--- src/rtl/rejestry_odczyt.sv ---
// rejestry_odczyt: fetches two operands through one register-file read port, forwarding same-cycle writes
module rejestry_odczyt #(
  parameter int Rx_liczba = 8,
  parameter int DATA_W = 8,
  localparam int NR_W = $clog2(Rx_liczba)
) (
  input  logic              clk,
  input  logic              rst,
  input  logic              req_valid,
  output logic              req_ready,
  input  logic [NR_W-1:0]   req_nr_a,
  input  logic [NR_W-1:0]   req_nr_b,
  output logic [NR_W-1:0]   rd_nr,
  input  logic [DATA_W-1:0] rd_dane,
  input  logic              wr_Rx,
  input  logic [NR_W-1:0]   nr_Rx,
  input  logic [DATA_W-1:0] dane,
  output logic              op_valid,
  input  logic              op_ready,
  output logic [DATA_W-1:0] op_a,
  output logic [DATA_W-1:0] op_b
);
  typedef enum logic [1:0] {IDLE, READ_A, READ_B, DONE} state_t;
  state_t state, state_n;
  logic [NR_W-1:0] nr_a, nr_b;
  logic [DATA_W-1:0] rd_val;
  // a write landing on the address being read wins over the stale array value
  assign rd_val = (wr_Rx && nr_Rx == rd_nr) ? dane : rd_dane;
  always_comb begin
    req_ready = rst && state == IDLE;
    op_valid = state == DONE;
    rd_nr = state == READ_A ? nr_a : state == IDLE ? '0 : nr_b;
    state_n = state == IDLE ? (req_valid && req_ready ? READ_A : IDLE) :
              state == READ_A ? READ_B :
              state == READ_B ? DONE :
              op_ready ? IDLE : DONE;
  end
  always_ff @(posedge clk) begin
    if (!rst) begin
      state <= IDLE;
      nr_a <= '0;
      nr_b <= '0;
      op_a <= '0;
      op_b <= '0;
    end else begin
      state <= state_n;
      if (state == IDLE && req_valid) begin
        nr_a <= req_nr_a;
        nr_b <= req_nr_b;
      end
      if (state == READ_A) op_a <= rd_val;
      if (state == READ_B) op_b <= rd_val;
    end
  end
endmodule

--- config.mk ---
export PLATFORM = sky130hd
export DESIGN_NAME = rejestry_odczyt
export DESIGN_NICKNAME = d
export VERILOG_FILES = /design/src/rtl/rejestry_odczyt.sv
export SDC_FILE = /design/constraint.sdc
export NUM_CORES = 1
export LEC_CHECK = 0
export ABC_AREA = 1
export CORE_ASPECT_RATIO = 0.7
export CORE_MARGIN = 8
export CORE_UTILIZATION = 45
export CTS_CLUSTER_DIAMETER = 60
export DETAILED_ROUTE_END_ITERATION = 10
export PLACE_DENSITY = 0.84
export SLEW_MARGIN = 15
export SYNTH_ARGS = -nofsm -noshare
export SYNTH_HDL_FRONTEND = slang
export SYNTH_SLANG_ARGS = --single-unit
--- constraint.sdc ---
create_clock -name clk -period 3.3 [get_ports clk]
set_input_delay 0.66 -clock clk [delete_from_list [all_inputs] [get_ports clk]]
set_output_delay 0.66 -clock clk [all_outputs]
set_load 0.01 [all_outputs]
# Word-level counts from Yosys, hierarchy flattened

Cells that the tools add are included.

Equality and inequality tests: 4
Multiplexer cells: 8
Reduce and logical (&&, ||, !) cells: 5

Operators with widths:

| cell                                          | number |
|---|---|
| 2-to-1 mux 2 bit                              | 4 |
| 2-to-1 mux 8 bit                              | 1 |
| 2-to-1 mux 3 bit                              | 2 |
| == test 2 bit, second input constant          | 2 |
| logical AND 1 bit                             | 4 |
| == test 3 bit                                 | 1 |
| == test 2 x 1 -> 1 bit, second input constant | 1 |
| zero test 2 bit                               | 1 |
| 2-to-1 mux 1 bit                              | 1 |

Register bits: 24
Word-level logic and storage cells: 22

# Longest topological paths before layout

Depth in word-level cells: 6
Depth in mapped cells: 12

# Least setup slack after synthesis

Ideal clock, no wire load.

Path kind: in2out
From: input rst
To: output req_ready
Arrival: 1,335 ps
Data required time: 2,640 ps
Path slack: 1,305 ps
Stages on the path: 3
Path buffers: 1
Path through: clkinv_1 clkbuf_1 nor3_1

Word-level cells in the longest chain between the ends: 1

Ends and longest elaborated chain:

| item              | RTL line | source |
|---|---|---|
| start, declared   | 8        | `input logic rst,` |
| logical AND 1 bit | 30       | `req_ready = rst && state == IDLE;` |
| end, declared     | 10       | `output logic req_ready,` |

Every way passes these cells.

# Final worst setup path

Ends and elaborated chain as after synthesis.

==> summary.txt <==
Critical path
  • RR Startpoint: state[0]
  • Critical Path Source: rst
  • CP max-delay cell: clkdlybuf4s50_1
  • Worst Setup Start Kind: input port
  • Kind of critical path: in2out
  • Worst path arrival time: 2.01 ns
  • Buf/Inv on CP: 3
  • Critical path required time: 2.64 ns
  • Cell Chain, Critical Path: clkdlybuf4s50_1 -> clkinv_1 -> nor3_1 -> clkdlybuf4s50_1
  • CP delay by family, top: buffers and inverters
  • CP dominant cell by count: clkdlybuf4s50_1
  • Critical-path maximum fanout: 7
  • Critical Path Sink Type: output port
  • Slowest cell delay on critical path: 0.56 ns

Placed design
  • # port buffers: 50
  • GPL Wtd Cong: 0.794
  • DP HPWL: 2690 um

Synthesis
  • Synth unique cells: 18
  • Multiplexer share of the synthesized area: 0%
  • Largest family of logic cells by synthesized area: simple AND/OR/NAND/NOR gates
  • Synthesized area per cell: 6.41 um2
  • Post-Synthesis Cells: 189
  • Register area share after synthesis: 39.6%
  • Synthesized net count: 219
  • Post-synthesis compound-gate area fraction: 3.30%
  • Yosys warning count: 0
  • Adder-Cell Fraction of Synth Area: 0%
  • Yosys reg bits: 24
  • Post-Synth Simple-Gate Area: 45.8%
  • Synthesized area: 1210 um2
  • XOR/XNOR share of the synthesized area: 0%

Floorplanning
  • Ports: 51
  • Die area: 4640 um2
  • Initial Util: 48.2%
  • Row count: 15
  • Die Width: 78.0 um
  • Die Ht: 59.4 um
  • Core area: 2510 um2

Hold path
  • Hold wc startpoint: nr_b[0]
  • Worst Hold Class: reg2reg

Timing
  • Clock period minus worst slack: 2.67 ns
  • Least-Margin Pin Slew: 0.681 ns
  • Tcrit/Tclk final: 80.9%
  • FMAX: 375 MHz
  • Max-slew headroom: 54.5%
  • Setup tns final: 0 ns
  • RSZ-0062 raised after global routing: false
  • Final Skew: 0.00712 ns
  • Max Slew Vio Count: 0
  • Endpoints failing setup: 0
  • Final hold vios: 0

Power
  • Power Density: 464 nW/um2
  • Max VDD drop: 0.405 mV
  • Pwr Total: 835 uW
  • Leak: 0.000857 uW

Final layout
  • Most frequent cells in the layout: clkdlybuf4s50_1 (50), nor2_1 (47), nand2_1 (38)
  • Reg area: 480 um2
  • Antenna Diode Count: 0
  • Multi-input logic area: 596 um2
  • Final nets: 270
  • Synthesis-to-layout area growth: 48.6%
  • Fillers: 237
  • Layout cells sized above 1: 7.53%
  • Commonest non-fill, non-tap cell in the layout: clkdlybuf4s50_1

Routing
  • Post-route antenna net violation count: 0
  • Total number of vias: 1265
  • Vias per std cell: 4.63
  • Initial DRT Pass Iterations: 4
  • Iter 0 DRT Violations: 100
  • DRC viols: 0
  • Total wire length: 3450 um
  • Avg WL per Cell: 12.7 um

Clock tree
  • Worst-Skew Late Latency: 0.27 ns
  • CTS tree: yes
  • Htree depth: 1
  • CTS resizes: 0
  • Reg clk slew, reported paths: 0.08 ns
  • Total CTS buffers: 3
  • Clk root buf: clkbuf_8
  • Clock sinks: 24
  • Max Buffers Root-to-Sink: 2
  • Hold buffers post-CTS: 0
  • Postcts setup bufs: 0

Global routing
  • First-pass GRT wire length: 5610 um
  • Largest net degree at the start of global routing: 19
  • Initial antenna violation count: 0
  • Total track usage: 15.2%
  • Gr ovfl total: 0
  • Number of global-route vias before repair: 1145

Outcome
  • Outcome: finished clean

Run
  • MaxCap Viol Count: 0
## layout make-up
class / count / share of cell area [%]
Sequential cell: 24 / 26.7
Tap cell: 34 / 2.36
Timing Repair Buffer: 51 / 28.2
Inverter: 27 / 5.76
Clock buffer: 3 / 2.29
Multi-Input combinational cell: 133 / 33.1
Clock inverter: 1 / 1.67
## per-stage QoR
stage               instance area, um2  worst slack, ns  cells  hold WS [ns]  util [%]
global placement                  1730            0.639    269         0.469      68.8
global route                      1800            0.552    273         0.526      71.6
CTS                               1800            0.619    273         0.502      71.6
finish                            1800            0.631    273         0.500      71.6
floorplan                         1210             1.31    189         0.455         -
detailed placement                1730            0.622    269         0.481      68.8
## power breakdown
| group | leakage (uW) | switching [uW] | total, uW | internal, uW |
|---|---|---|---|---|
| registers | 0.000197 | 25.1 | 347 | 322 |
| clock network | 0.0000357 | 95.5 | 258 | 162 |
| logic | 0.000623 | 113 | 230 | 117 |
| total | 0.000857 | 234 | 835 | 601 |
## registers in the layout, indices dropped and copies added, names as in the netlist
signal	flops
nr_a	3
nr_b	3
op_a	8
op_b	8
state	2
## cell usage after synthesis
cell / instances / area, um2
nor2_1: 47 / 176
nand2_1: 38 / 143
nand3_1: 27 / 135
inv_1: 25 / 93.8
dfxtp_1: 24 / 480
o21ai_0: 6 / 30.0
nand2_2: 5 / 31.3
nand3_2: 3 / 30.0
a21oi_1: 2 / 10.0
buf_2: 2 / 10.0
nor2_2: 2 / 12.5
nor2_4: 2 / 22.5
buf_4: 1 / 7.51
buf_6: 1 / 11.3
clkbuf_1: 1 / 3.75
clkinv_1: 1 / 3.75
inv_4: 1 / 6.26
nor3_1: 1 / 5.00
## cell families after synthesis
kind of cell / after synthesis
AND/OR/NAND/NOR: 125
buffers and inverters: 32
flip-flops: 24
AO/OA/AOI/OAI: 8
## worst reg2reg max path, stage by stage (launching register included)
cell	delay, ns
dfxtp_1	0.60
inv_1	0.12
nor2_2	0.55
nand3_1	0.22
nand2_1	0.10
inv_1	0.04
## layer usage
layer / part of all wire (%) / global-route usage, %
met1: 48 / 20.7
met2: 44 / 22.5
met3: 6.3 / 4.70
met4: 0.64 / 3.94
met5: 0 / 0
## worst paths after layout
kind                                  end  slack, ns  depth (start not counted)
worst min-delay path              nr_b[0]       0.50                          2
worst max-delay path            req_ready       0.63                          4
worst min register to register    nr_b[0]       0.50                          2
worst max register to register    op_a[3]       1.59                          5
(Power assumes the default switching activity.)
